$ cat config.mk
export PLATFORM = sky130hd
export DESIGN_NAME = uart_tx_arbiter
export DESIGN_NICKNAME = d
export VERILOG_FILES = /design/src/rtl/uart_tx_arbiter.sv
export SDC_FILE = /design/constraint.sdc
export NUM_CORES = 1
export LEC_CHECK = 0
export BUFFER_PORTS_ARGS = -buffer_cell sky130_fd_sc_hd__buf_2
export CORE_UTILIZATION = 58
export CTS_CLUSTER_SIZE = 14
export DETAILED_ROUTE_END_ITERATION = 8
export GPL_TIMING_DRIVEN = 0
export PLACE_DENSITY_LB_ADDON = 0.08
export SLEW_MARGIN = 15
export SYNTH_ARGS = -nofsm -noshare
export SYNTH_HDL_FRONTEND = slang
export SYNTH_SLANG_ARGS = --single-unit
$ cat constraint.sdc
create_clock -name clk -period 4.05 [get_ports clk]
set_input_delay 0 -clock clk [delete_from_list [all_inputs] [get_ports clk]]
set_output_delay 0 -clock clk [all_outputs]
set_load 0.01 [all_outputs]
$ cat src/rtl/uart_tx_arbiter.sv
// ============================================================================
// uart_tx_arbiter : round-robin byte scheduler sharing one self-timed UART TX
// Rev 1.0
// ============================================================================
`default_nettype none

module uart_tx_arbiter #(
  parameter int N_REQ        = 4,
  parameter int CLKS_PER_BIT = 10417,
  parameter int FRAME_BITS   = 11,
  parameter int GAP_CYCLES   = 2,
  localparam int ID_W        = $clog2(N_REQ)
) (
  input  logic               clk,
  input  logic               reset,
  input  logic [N_REQ-1:0]   req_valid,
  input  logic [8*N_REQ-1:0] req_data,
  output logic [N_REQ-1:0]   req_ready,
  output logic               tx_start,
  output logic [7:0]         tx_data,
  output logic [ID_W-1:0]    grant_id,
  output logic               busy,
  output logic               frame_done
);

  localparam int FRAME_CLKS = FRAME_BITS * CLKS_PER_BIT;
  localparam int CNT_W      = $clog2(FRAME_CLKS);
  localparam logic [CNT_W-1:0] FRAME_LOAD = CNT_W'(FRAME_CLKS - 1);
  localparam logic [CNT_W-1:0] GAP_LOAD   = CNT_W'(GAP_CYCLES - 1);

  typedef enum logic [2:0] {
    S_IDLE  = 3'd0,
    S_GRANT = 3'd1,
    S_START = 3'd2,
    S_FRAME = 3'd3,
    S_GAP   = 3'd4
  } state_t;

  state_t           state;
  logic [N_REQ-1:0] full;
  logic [7:0]       slot [N_REQ];
  logic [ID_W-1:0]  ptr;
  logic [CNT_W-1:0] cnt;

  logic [ID_W-1:0]  sel;
  logic [ID_W-1:0]  idx;
  logic [ID_W-1:0]  ptr_next;
  logic             found;
  logic             do_grant;
  logic [N_REQ-1:0] accept;
  logic [N_REQ-1:0] grant_clr;
  logic [N_REQ-1:0] full_next;

  // Walk the slots starting at ptr; the first full one wins.
  always_comb begin
    sel   = ptr;
    idx   = ptr;
    found = 1'b0;
    for (int k = 0; k < N_REQ; k++) begin
      if (!found && full[idx]) begin
        sel   = idx;
        found = 1'b1;
      end
      idx = (idx == ID_W'(N_REQ - 1)) ? '0 : idx + 1'b1;
    end
  end

  // The last gap cycle doubles as the idle decision so back-to-back frames
  // do not lose a clock in IDLE.
  always_comb begin
    do_grant  = found && ((state == S_IDLE) || (state == S_GAP && cnt == '0));
    ptr_next  = (sel == ID_W'(N_REQ - 1)) ? '0 : sel + 1'b1;
    grant_clr = do_grant ? (N_REQ'(1) << sel) : '0;
    accept    = req_valid & req_ready;
    full_next = (full & ~grant_clr) | accept;
  end

  always_ff @(posedge clk or negedge reset) begin
    if (!reset) begin
      state      <= S_IDLE;
      full       <= '0;
      req_ready  <= '1;
      tx_start   <= 1'b0;
      tx_data    <= '0;
      grant_id   <= '0;
      busy       <= 1'b0;
      frame_done <= 1'b0;
      ptr        <= '0;
      cnt        <= '0;
      for (int i = 0; i < N_REQ; i++) begin
        slot[i] <= '0;
      end
    end else begin
      tx_start   <= 1'b0;
      frame_done <= 1'b0;
      full       <= full_next;
      req_ready  <= ~full_next;
      for (int i = 0; i < N_REQ; i++) begin
        if (accept[i]) begin
          slot[i] <= req_data[8*i +: 8];
        end
      end

      if (do_grant) begin
        state    <= S_GRANT;
        tx_data  <= slot[sel];
        grant_id <= sel;
        ptr      <= ptr_next;
        busy     <= 1'b1;
      end else begin
        case (state)
          S_IDLE: begin
            busy <= 1'b0;
          end
          S_GRANT: begin
            state    <= S_START;
            tx_start <= 1'b1;
          end
          S_START: begin
            state <= S_FRAME;
            cnt   <= FRAME_LOAD;
          end
          S_FRAME: begin
            if (cnt == '0) begin
              state      <= S_GAP;
              cnt        <= GAP_LOAD;
              frame_done <= (GAP_CYCLES == 1);
            end else begin
              cnt <= cnt - 1'b1;
            end
          end
          S_GAP: begin
            if (cnt == '0) begin
              state <= S_IDLE;
              busy  <= 1'b0;
            end else begin
              cnt        <= cnt - 1'b1;
              frame_done <= (cnt == CNT_W'(1));
            end
          end
          default: begin
            state <= S_IDLE;
            busy  <= 1'b0;
          end
        endcase
      end
    end
  end

endmodule

`default_nettype wire

# --- After elaboration in Yosys (flattened, before gate mapping) ---
# Index checks and enable logic that the tools add are counted.
word_totals:
  regBits: 75
  output_inout_bits: 17
  rom_bits: 0
  latch_bits: 0
  word_cells: 100
  n_memories: 0
  ram_bits: 0
classes:
  eq_ne: 14
  magnitude_cmp: 5
  shift: 1
  n_reduce_logical: 16
  div: 0
  multipliers: 0
  bitwise_logic: 7
  add_sub_neg: 5
  muxes: 38
ops:
  columns: ["cell", "count"]
  rows:
  - ["case mux 17 bit (3 select lines)", 1]
  - ["two-way mux 17 bit", 2]
  - ["== test 17 x 1 -> 1 bit (second input constant)", 1]
  - ["logical NOT 17 bit", 1]
  - ["subtractor 17 x 1 -> 17 bit (second input constant)", 1]
  - ["binary-select mux 8 bit (select 2 bit)", 1]
  - ["two-way mux 8 bit", 2]
  - ["two-way mux 1 bit", 15]
  - ["case mux 3 bit (5 select lines)", 1]
  - ["two-way mux 2 bit", 7]
  - ["less-than comparator 2 x 3 -> 1 bit (second input constant)", 4]
  - ["two-way mux 3 bit", 3]
  - ["adder 2 x 1 -> 2 bit (second input constant)", 4]
  - ["bitwise AND 4 bit", 2]
  - ["binary-select mux 1 bit (select 2 bit)", 4]
  - ["== test 2 bit (second input constant)", 4]
  - ["NOT 4 bit", 2]
  - ["== test 3 x 2 -> 1 bit (second input constant)", 2]
  - ["AND reduction 3 bit", 2]
  - ["logical AND 1 bit", 5]
  - ["two-way mux 4 bit", 1]
  - ["inequality test 2 bit (second input constant)", 2]
  - ["bitwise OR 4 bit", 1]
  - ["left shift 1 x 2 -> 4 bit (first input constant)", 1]
  - ["other kinds (15)", 17]

# --- Longest topological paths before layout ---
# Gate-level depths: netlist (run 1).
depth:
  word_depth: 18
  ltp_mapped: 13
  depth_no_buf: 11

# --- Worst setup path after synthesis (run 1) ---
# Ideal clock, no wire load.
synth_timing:
  path_type: "register to register"
  start: "register ptr[0]"
  end: "register req_ready[3]"
  path_buffers: 2
  period_less_slack_ns: 2.551
  path_stages_with_launch: 14
  t_arrival_ns: 2.474
  slack_ns: 1.499
  cell_sequence: "dfrtp_1 ha_1 clkbuf_1 nor2_1 a311oi_1 o311a_1 a211oi_4 nor2_2 inv_2 buf_4 ha_1 nand2_1 nand2_1 and2_1"
synth_via:
  elab_chain_len: 18
  word_cells_on_any_way: 37
synth_rtl:
  columns: ["element", "line_no", "rtl"]
  rows:
  - ["start, declared", "42", "logic [ID_W-1:0] ptr;"]
  - ["start signal, assigned", "108", "ptr <= ptr_next;"]
  - ["parallel branches: the longest is 13 deep, another holds adder 2 x 1 -> 2 bit", null, null]
  - ["two-way mux 4 bit *", "73", "grant_clr = do_grant ? (N_REQ'(1) << sel) : '0;"]
  - ["NOT 4 bit *", "75", "full_next = (full & ~grant_clr) | accept;"]
  - ["bitwise AND 4 bit *", "75", null]
  - ["bitwise OR 4 bit *", "75", null]
  - ["NOT 4 bit *", "97", "req_ready <= ~full_next;"]
  - ["end signal, assigned", "97", null]
  - ["end, declared", "18", "output logic [N_REQ-1:0] req_ready,"]
# Mark *: on every way between the ends. The select of a mux whose other input is x is not followed.
# A chain may end at the register's enable or synchronous reset.

# --- Final worst setup path (run 1) ---
layout_timing:
  start: "register ptr[0]"
  end: "register tx_data[0]"
layout_via:
  elab_chain_len: 16
  word_cells_on_any_way: 35
layout_rtl:
  columns: ["element", "line_no", "rtl"]
  rows:
  - ["parallel branches: the longest is 16 deep, another holds adder 2 x 1 -> 2 bit", null, null]
  - ["end signal, assigned", "106", "tx_data <= slot[sel];"]
  - ["end, declared", "20", "output logic [7:0] tx_data,"]
# Parallel ways; which one is timed is not known. The select of a mux whose other input is x is not followed.

==> summary.txt, run 1 <==
Timing
  • Fraction of the cycle the final worst path needs: 0.7315
  • RSZ-0062 raised after global routing: no
  • Setup TNS: 0 ns
  • Worst Hold Margin: roughly 0.14 ns
  • Final Max Tran Viols: 0
  • Slew @ Worst Pin: between 0.8 and 0.9 ns
  • Final Hold Viols: 0
  • Max Clk Rate: 337.5 MHz
  • Clock skew: 0.008219 ns
  • Finish-stage setup viols: 0
  • Post-layout min period: 2.963 ns
  • Slew HR: 0.4340

Critical path
  • Crit. End Element: flop
  • Worst flop-to-flop path endpoint: tx_data[0]
  • Setup crit end: tx_data[0]
  • Worst EP required: ~4.3 ns
  • R2r worst-path depth: 10
  • Startpoint types: flop
  • Worst-path maximum fanout: 10
  • Critical Path Source: ptr[0]
  • WS Path Type: flop to flop
  • Crit path arrival time: 3.23 ns
  • R2r setup slk: 1.09 ns
  • R2R Path Start: ptr[0]

Die
  • Die area: 6928 µm²
  • Number of cell rows: 29
  • Initial Util: 0.6028
  • IO Pins: between 50 and 60
  • Die W: 83.24 µm
  • Die Height: 83.24 µm
  • Core ar.: between 6000 and 7000 µm²

Power
  • Sw power: 0.3572 mW
  • Max VDD drop: 244.0 µV
  • Power, Total: 1.562 mW
  • Cell-internal power: 1.204 mW
  • Sw Share: 0.2287
  • Lkg Pwr: 2.097 nW
  • Comb power frac: 0.083
  • Seq pwr share: 0.513
  • PD cells: 327.8 nW/µm²
  • Clock power share: 0.404

Finish
  • Multi-input gate area: between 1500 and 2000 µm²
  • Register area: 1882 µm²
  • Nets: 513
  • Fill cells: 446
  • Finished Cell Area: about 4800 µm²
  • Antenna Cells: 0
  • Layout area overhead: 24.45%
  • Layout cells sized above 1: 0.2794
  • Final core utilization: 0.7501

Routing
  • Vias/cell: 5.803
  • Drt wl/cell: 16.42 µm
  • Final ANT Viol Nets: 0
  • DRC viols: 0
  • DR pass1 iterations: 4
  • DR vias: about 3200
  • Iteration-0 DRC Markers: around 210
  • Drt total wl: roughly 9 mm

Yosys
  • Cell variety after synth: 66
  • Syn Std Cell Area: 3827 µm²
  • Primary FF master, synth: dfrtp_1
  • Sequential fraction of the synthesis area: 0.4917
  • Flop and latch count out of synthesis: 75
  • Ys async rst share: 1.000
  • Synthesized instance count: around 370
  • Avg Synthesized Cell Area: 10.29 µm²
  • Ys Warns: 0
  • Number of flops mapped to enable cells by yosys: 0
  • Syn Nets: 414

Place
  • Placed Instance Area: 4217 µm²
  • Post-DP HPWL: a little over 6 mm
  • Port-buffer cells: 54
  • GPL Wtd Cong: a little over 0.9

Clocking
  • Clk Latency, worst-skew pair: 0.36 ns
  • Number of buffers created by CTS: 9
  • Clk buf depth: 2
  • CTS tree: done
  • Number of setup buffers added after CTS: 0
  • CTS H-Tree Depth: 3
  • Clk sinks: 75
  • Clk slew on worst S/H paths: 0.08 ns
  • Root Driver: clkbuf_8

Global route
  • Global-route wire length before repair: 15.27 mm
  • Antenna violations before repair: 0
  • Largest net degree at the start of global routing: 40
  • GR Overflow Total: 0
  • Total GRT Usage: 0.2821
  • Vias in the first global route: 3235

Status
  • Outcome: finished, final reports clean

Run
  • Max Cap Violations: 0

Hold path
  • Hold crit path type: primary input to flop
[per-stage QoR]
step                      setup WS [ns]  cells
after CTS                         1.085    553
after floorplan                   1.499    372
final                             1.087    553
after detailed placement          1.107    504
after global routing             0.7251    553
after global placement            1.103    503
[synthesized netlist by cell type, drive strengths merged (4+ instances only)]
master  number  area (µm²)
o221ai       8       70.07
clkbuf      10       37.54
o21a        11       82.58
or4          4       37.53
and2         4       25.02
buf         10       56.30
a21oi       25       125.1
dfstp        4       105.1
inv          9       33.78
ha           4       50.05
mux2i       10       100.1
nor2        42       167.7
nand3        4       20.02
nor3         7       40.04
a211oi       4       42.54
dfrtp       71        1777
o21ai       30       165.2
nand2       34       130.1
mux2        33       371.6
[state kept, by name, summed over array words and instances, names as in the netlist]
| name | flops |
|---|---|
| grant_id | 2 |
| full | 4 |
| tx_start | 1 |
| frame_done | 1 |
| slot | 32 |
| req_ready | 4 |
| tx_data | 8 |
| ptr | 2 |
| busy | 1 |
| state | 3 |
| cnt | 17 |
[routing by layer]
layer,vias to the layer above,routed length [µm],track usage
li1,1545,-,-
met1,1555,3689,0.3291
met2,83,4781,0.4985
met3,26,308,0.05169
met4,0,299,0.1379
met5,-,0,0
[placed cells by master (no fill, tap or decap), drive strengths merged, types with 2 or more instances in the layout]
cell type	netlist	routed
a211oi	4	4
a21oi	25	25
a31oi	3	3
and2	4	4
and3	2	2
buf	10	65
bufinv	0	2
clkbuf	10	20
clkinvlp	0	2
dfrtp	71	71
dfstp	4	4
dlygate4sd3	0	33
ha	4	4
inv	9	10
mux2	33	33
mux2i	10	10
nand2	34	34
nand2b	3	3
nand3	4	4
nor2	42	42
nor2b	3	3
nor3	7	7
nor4	3	3
nor4b	3	3
o21a	11	11
o21ai	30	30
o221ai	8	8
o31ai	2	2
or2	3	3
or4	4	4
xnor2	3	3
[worst max-delay path, cell delays in order, from the launching register on]
cell and delay (ns):
dfrtp_1 0.38, ha_1 0.37, clkbuf_1 0.39, nor2_1 0.11
a311oi_1 0.35, o311a_1 0.28, a211oi_4 0.12, nor2_2 0.15
clkbuf_1 0.36, a21oi_1 0.17, o221ai_1 0.18
[power groups by stage]
stage / registers (mW) / clock network [mW] / logic [mW]
floorplan: 0.811 / 0 / 0.0522
global placement: 0.813 / 0 / 0.101
CTS: 0.800 / 0.643 / 0.131
finish: 0.801 / 0.631 / 0.130
detailed placement: 0.815 / 0 / 0.106
global route: 0.806 / 0.676 / 0.142
[worst min-delay path by stage]
| stage | startpoint | end | slack [ns] | cells after the start |
|---|---|---|---|---|
| 5_1_grt | req_valid[1] | full[1] | 0.18 | 3 |
| 3_5_place_dp | reset | slot[9] | -0.003 | 1 |
| 4_1_cts | req_valid[0] | full[0] | 0.12 | 3 |
| 2_1_floorplan | reset | busy | -0.30 | 0 |
| 6_report | req_valid[3] | full[3] | 0.14 | 3 |
| 3_3_place_gp | req_data[27] | slot[3] | 0.23 | 2 |
[final cells by class]
cell class / instances / area share
Sequential cell: 75 / 0.3951
Tap cell: 77 / 0.02023
Inverter: 9 / 0.007092
Buffer: 20 / 0.01970
Clock inverter: 6 / 0.01865
Timing Repair Buffer: 88 / 0.1308
Clock buffer: 10 / 0.02679
Multi-Input combinational cell: 268 / 0.3817
[cells by family (layout without fill, tap and decap cells)]
kind of cell,count (synthesis),in the layout,synth area share
buf+inv,29,133,0.03334
simple gates,117,117,0.1520
mux,44,44,0.1291
compound gates,99,99,0.1716
flops,75,75,0.4917
xor+xnor,4,4,0.009155
fa+ha+maj,4,4,0.01308
[timing repair]
action / CTS / global route
endpoints found under the hold margin: 68 / 0
gates resized for setup: 0 / 0
hold buffers: 33 / 0
Power figures use the tool's default switching activity.
==> run 2, diff against run 1 <==
Settings changed: CORE_UTILIZATION 58 to 57.
Clock period 4.05 ns to 2.84 ns, I/O delays scaled along.
==> summary.txt, run 2 (synthesis results as in run 1) <==
Timing
  • Post-layout min period: 2.722 ns (-0.2410 ns)
  • Finish-stage setup viols: 0 (unchanged)
  • Final Max Tran Viols: 0 (unchanged)
  • Fraction of the cycle the final worst path needs: 0.9583 (+0.2268)
  • Slew @ Worst Pin: 0.6361 ns (-0.2059 ns)
  • Max Clk Rate: 367.4 MHz (+8.9%)
  • Final Hold Viols: 0 (unchanged)
  • Clock skew: 0.009652 ns (+0.001433 ns)
  • RSZ-0062 raised after global routing: no
  • Worst Hold Margin: 0.1329 ns (-0.006774 ns)
  • Final worst slack: 0.1184 ns (-0.9690 ns)
  • Setup TNS: 0 ns (unchanged)
  • Slew HR: 0.5715 (+0.1375)

Global route
  • Largest net degree at the start of global routing: 40 (unchanged)
  • Total GRT Usage: 0.2932 (+0.01107)
  • Antenna violations before repair: 0 (unchanged)
  • GR Overflow Total: 0 (unchanged)
  • Vias in the first global route: 3303 (+2.1%)
  • Global-route wire length before repair: 15.85 mm (+3.8%)

Routing
  • Final ANT Viol Nets: 0 (unchanged)
  • DR vias: 3304 (+3.0%)
  • DR pass1 iterations: 6 (+2)
  • Drt wl/cell: 17.48 µm (+6.5%)
  • Iteration-0 DRC Markers: 210 (-1.9%)
  • DRC viols: 12 (+12)
  • Vias/cell: 5.942 (+2.4%)
  • Drt total wl: 9.719 mm (+7.1%)

Critical path
  • Critical Path Source: cnt[8]
  • R2r setup slk: 0.12 ns (-0.97 ns)
  • R2r worst-path depth: 8 (-2)
  • Startpoint types: flop
  • Slowest stage delay, CP: 0.57 ns (+0.18 ns)
  • Worst-path maximum fanout: 10 (unchanged)
  • Worst EP required: 3.09 ns (-1.23 ns)
  • CP Cell Sequence: or4_4 > or4_4 > nor2_1 > nor2_1 > nor2_4 > buf_2 > o21ai_0 > o41ai_1
  • CP Depth: 8 (-2)
  • Delay-heaviest family, CP: simple AND/OR/NAND/NOR gates
  • Setup crit end: cnt[5]
  • Crit path arrival time: 2.97 ns (-0.26 ns)
  • R2R Path Start: cnt[8]
  • Crit. End Element: flop
  • Worst flop-to-flop path endpoint: cnt[5]
  • Slowest-stage cell, CP: or4_4
  • Bufs and invs on worst path: 1 (-1)
  • WS Path Type: flop to flop

Hold path
  • Hold crit path type: primary input to flop

Die
  • Number of cell rows: 29 (unchanged)
  • IO Pins: 55 (unchanged)
  • Core ar.: 6422 µm² (+1.1%)
  • Die area: 7047 µm² (+1.7%)
  • Die W: 83.95 µm (+0.85%)
  • Initial Util: 0.5959 (-0.006811)
  • Die Height: 83.95 µm (+0.85%)

Finish
  • Reg with most FFs: slot
  • Layout cells sized above 1: 0.2923 (+0.01286)
  • Most frequent cells in the layout: dfrtp_1 (71), buf_2 (59), nor2_1 (40)
  • Nets: 516 (+0.58%)
  • Largest register FFs: 32 (unchanged)
  • Layout area overhead: 25.83%
  • Commonest non-fill, non-tap cell in the layout: dfrtp_1
  • Final core utilization: 0.7499 (about the same)
  • Antenna Cells: 0 (unchanged)
  • Largest regs: slot x32, cnt x17, tx_data x8

Power
  • PD cells: 470.5 nW/µm² (+44%)
  • Max VDD drop: 257.7 µV (+5.6%)
  • Lkg Pwr: 2.140 nW (+2.0%)
  • Power, Total: 2.266 mW (+45%)

Clocking
  • Clk sinks: 75 (unchanged)
  • Clk slew on worst S/H paths: 0.08 ns (about the same)
  • CTS tree: done
  • CTS H-Tree Depth: 3 (unchanged)
  • Root Driver: clkbuf_8
  • Clk Latency, worst-skew pair: 0.36 ns (about the same)
  • Clk buf depth: 2 (unchanged)
  • Number of buffers created by CTS: 9 (unchanged)

Place
  • Post-DP HPWL: 6.293 mm (+1.7%)
  • GPL Wtd Cong: 0.9016 (-1.2%)
  • Worst Setup Slack post-DPL: -0.1294 ns (-1.236 ns)
  • Port-buffer cells: 54 (unchanged)

Run
  • Max Cap Violations: 0 (unchanged)

Status
  • Violated checks: DRC
  • Outcome: finished with violations
## run 2: timing repair
action | in CTS | in global routing
pin swaps | 1 | 1
buffers inserted | 1 | 2
resized for setup | 3 | 5
hold endpoints to repair | 68 | 0
endpoints found under the setup margin | 13 | 16
hold buffers | 33 | 0
## run 2: worst reg2reg max path, delay by kind of cell, from the launching register on
| family | cells | cell delay, ns |
|---|---|---|
| simple gates | 5 | 1.73 |
| flops | 1 | 0.44 |
| buf+inv | 1 | 0.24 |
| compound gates | 2 | 0.20 |
## run 2: how the worst min path moves through the flow
stage                 startpoint        to  depth (start not counted)
global placement    req_data[29]   slot[5]                          2
finish              req_valid[0]   full[0]                          3
global route        req_valid[0]   full[0]                          3
CTS                 req_valid[0]   full[0]                          3
detailed placement         reset  slot[12]                          1
floorplan                  reset      busy                          0
## run 2: layout make-up
cell class,instances,area [µm²]
sequential,75,1882
multi-input combinational,268,1833
fill,444,1607
timing repair buffer,91,645.6
clock buffer,10,137.6
buffer,20,98.84
tap,77,96.34
clock inverter,6,88.84
inverter,9,33.78
## run 2: routing by layer
metal  routed length [µm]  vias to the layer above  track usage
met4                  302                        0       0.1238
met3                  415                       30      0.05440
met2                 5144                      107       0.5261
li1                     -                     1548            -
met1                 3857                     1619       0.3430
met5                    0                        -            0
## run 2: per-stage QoR
step,instances,instance area (µm²)
3_5_place_dp,504,4217
5_1_grt,556,4816
3_3_place_gp,503,4194
4_1_cts,554,4792
6_report,556,4816
2_1_floorplan,372,3827
## run 2: where the power goes
| part | switching (mW) | internal [mW] | total, mW |
|---|---|---|---|
| clock network | 0.415 | 0.518 | 0.933 |
| logic | 0.0856 | 0.104 | 0.189 |
| registers | 0.0258 | 1.12 | 1.14 |
| total | 0.526 | 1.74 | 2.27 |
==> run 3, diff against run 2 <==
==> constraint.sdc (replaced) <==
create_clock -name clk -period 2.84 [get_ports clk]
set_input_delay 0.568 -clock clk [delete_from_list [all_inputs] [get_ports clk]]
set_output_delay 0.568 -clock clk [all_outputs]
set_load 0.01 [all_outputs]
==> summary.txt, run 3 (synthesis results as in run 1) <==
Routing
  • Drt wl/cell: 17.17 µm (-1.8%)
  • DRC viols: 12 (unchanged)
  • Vias/cell: 6.019 (+1.3%)
  • DR pass1 iterations: 7 (+1)
  • Drt total wl: 8.980 mm (-7.6%)
  • DR vias: 3148 (-4.7%)
  • Final ANT Viol Nets: 0 (unchanged)
  • Iteration-0 DRC Markers: 269 (+28%)

Die
  • Core ar.: 6422 µm² (unchanged)
  • Die W: 83.95 µm (unchanged)
  • Initial Util: 0.5959 (unchanged)
  • IO Pins: 55 (unchanged)
  • Die Height: 83.95 µm (unchanged)
  • Die area: 7047 µm² (unchanged)
  • Number of cell rows: 29 (unchanged)

Finish
  • Largest register FFs: 32 (unchanged)
  • Largest regs: slot x32, cnt x17, tx_data x8
  • Most frequent cells in the layout: dfrtp_1 (71), buf_2 (59), nor2_1 (40), nand2_1 (33), mux2_2 (33)
  • Antenna Cells: 0 (unchanged)
  • Nets: 483 (-6.4%)
  • Fill cells: 488 (+9.9%)
  • Layout cells sized above 1: 0.3161 (+0.02387)
  • Commonest non-fill, non-tap cell in the layout: dfrtp_1
  • Layout area overhead: 17.36%
  • Reg with most FFs: slot

Power
  • Max VDD drop: 252.9 µV (-1.9%)
  • Lkg Pwr: 2.003 nW (-6.4%)
  • PD cells: 494.2 nW/µm² (+5.0%)

Place
  • Post-DP HPWL: 6.293 mm (unchanged)
  • GPL Wtd Cong: 0.9016 (unchanged)
  • Port-buffer cells: 54 (unchanged)

Status
  • Outcome: finished with violations
  • Violated checks: DRC

Run
  • Max Cap Violations: 0 (unchanged)

Clocking
  • CTS tree: done
  • Number of buffers created by CTS: 9 (unchanged)
  • Clk slew on worst S/H paths: 0.08 ns (about the same)
  • Root Driver: clkbuf_8
  • Clk Latency, worst-skew pair: 0.36 ns (about the same)
  • CTS Hold Bufs: 0 (-100%)
  • Clk buf depth: 2 (unchanged)
  • Clk sinks: 75 (unchanged)
  • CTS H-Tree Depth: 3 (unchanged)

Critical path
  • Worst EP required: 3.08 ns (about the same)
  • Worst-path maximum fanout: 10 (unchanged)
  • CP Cell Sequence: or4_4 > or4_4 > nor2_1 > nor2_1 > nor2_4 > buf_2 > o21ai_0 > o41ai_1
  • Slowest-stage cell, CP: or4_4
  • R2r setup slk: 0.11 ns (about the same)
  • Startpoint types: flop
  • WS Path Type: flop to flop
  • Crit path arrival time: 2.97 ns (about the same)
  • Slowest stage delay, CP: 0.57 ns (about the same)
  • Crit. End Element: flop

Timing
  • Final Max Tran Viols: 0 (unchanged)
  • Max Clk Rate: 366.6 MHz (-0.22%)
  • Slew @ Worst Pin: 0.6230 ns (-0.01308 ns)
  • Fraction of the cycle the final worst path needs: 0.9604 (+0.002102)
  • Clock skew: 0.008919 ns (-0.0007330 ns)
  • Final Hold Viols: 0 (unchanged)
  • Setup TNS: 0 ns (unchanged)
  • Worst Hold Margin: 0.1727 ns (+0.03989 ns)
  • Finish-stage setup viols: 0 (unchanged)
  • Post-layout min period: 2.728 ns (+0.005970 ns)
  • Slew HR: 0.5803 (+0.008815)

Global route
  • Antenna violations before repair: 0 (unchanged)
  • Largest net degree at the start of global routing: 40 (unchanged)
  • Vias in the first global route: 3077 (-6.8%)
  • GR Overflow Total: 0 (unchanged)
  • Global-route wire length before repair: 14.72 mm (-7.1%)
  • Total GRT Usage: 0.2711 (-0.02210)

Hold path
  • Hold crit path type: primary input to asynchronous set/reset pin
## run 3: critical path: cells and delay by family, from the launching register on
kind / cells / cell delay [ns]
buf+inv: 1 / 0.24
flops: 1 / 0.44
compound gates: 2 / 0.20
simple gates: 5 / 1.74
## run 3: layout make-up
cell class              instances  area, µm²  area share
clock buffers                  10      137.6     0.03064
plain buffers                  20      98.84     0.02201
clock inverters                 6      88.84     0.01978
inverters                       9      33.78    0.007521
repair buffers                 58      315.3     0.07019
well taps                      77      96.34     0.02145
multi-input cells             268       1839      0.4095
flip-flops and latches         75       1882      0.4189
## run 3: final timing paths
| kind | from | end | cells after the start |
|---|---|---|---|
| setup / recovery | cnt[8] | cnt[5] | 8 |
| setup reg to reg | cnt[8] | cnt[5] | 8 |
| max in group asynchronous | reset | req_ready[1] | 2 |
| hold / removal | reset | slot[12] | 1 |
| hold reg to reg | tx_data[4] | tx_data[4] | 2 |
| min in group clk | req_data[26] | slot[2] | 2 |
## run 3: what timing repair did
item,in CTS,in global routing
resized for setup,3,6
setup endpoints to repair,13,14
buffers inserted,1,2
pin swaps,1,1
## run 3: per-stage QoR
step,power [mW],utilization,setup WS [ns],cell area [µm²],instances
floorplan,1.231,-,0.2888,3827,372
global placement,1.304,0.6530,-0.06793,4194,503
detailed placement,1.315,0.6565,-0.1294,4217,504
CTS,2.233,0.6947,0.07261,4462,521
global route,2.305,0.6994,-0.01652,4492,523
finish,2.220,0.6994,0.1124,4492,523
## run 3: layer usage
metal / vias up / GRT usage / wire (µm)
met5: - / 0 / 0
met4: 0 / 0.1097 / 218
met3: 20 / 0.05143 / 386
met2: 98 / 0.4769 / 4652
met1: 1548 / 0.3267 / 3721
li1: 1482 / - / -
## run 3: power breakdown
group | switching (mW) | total (mW) | internal [mW] | leakage [nW]
logic | 0.0756 | 0.150 | 0.0742 | 0.989
clock network | 0.409 | 0.927 | 0.518 | 0.108
registers | 0.0247 | 1.14 | 1.12 | 0.905
total | 0.509 | 2.22 | 1.71 | 2.00
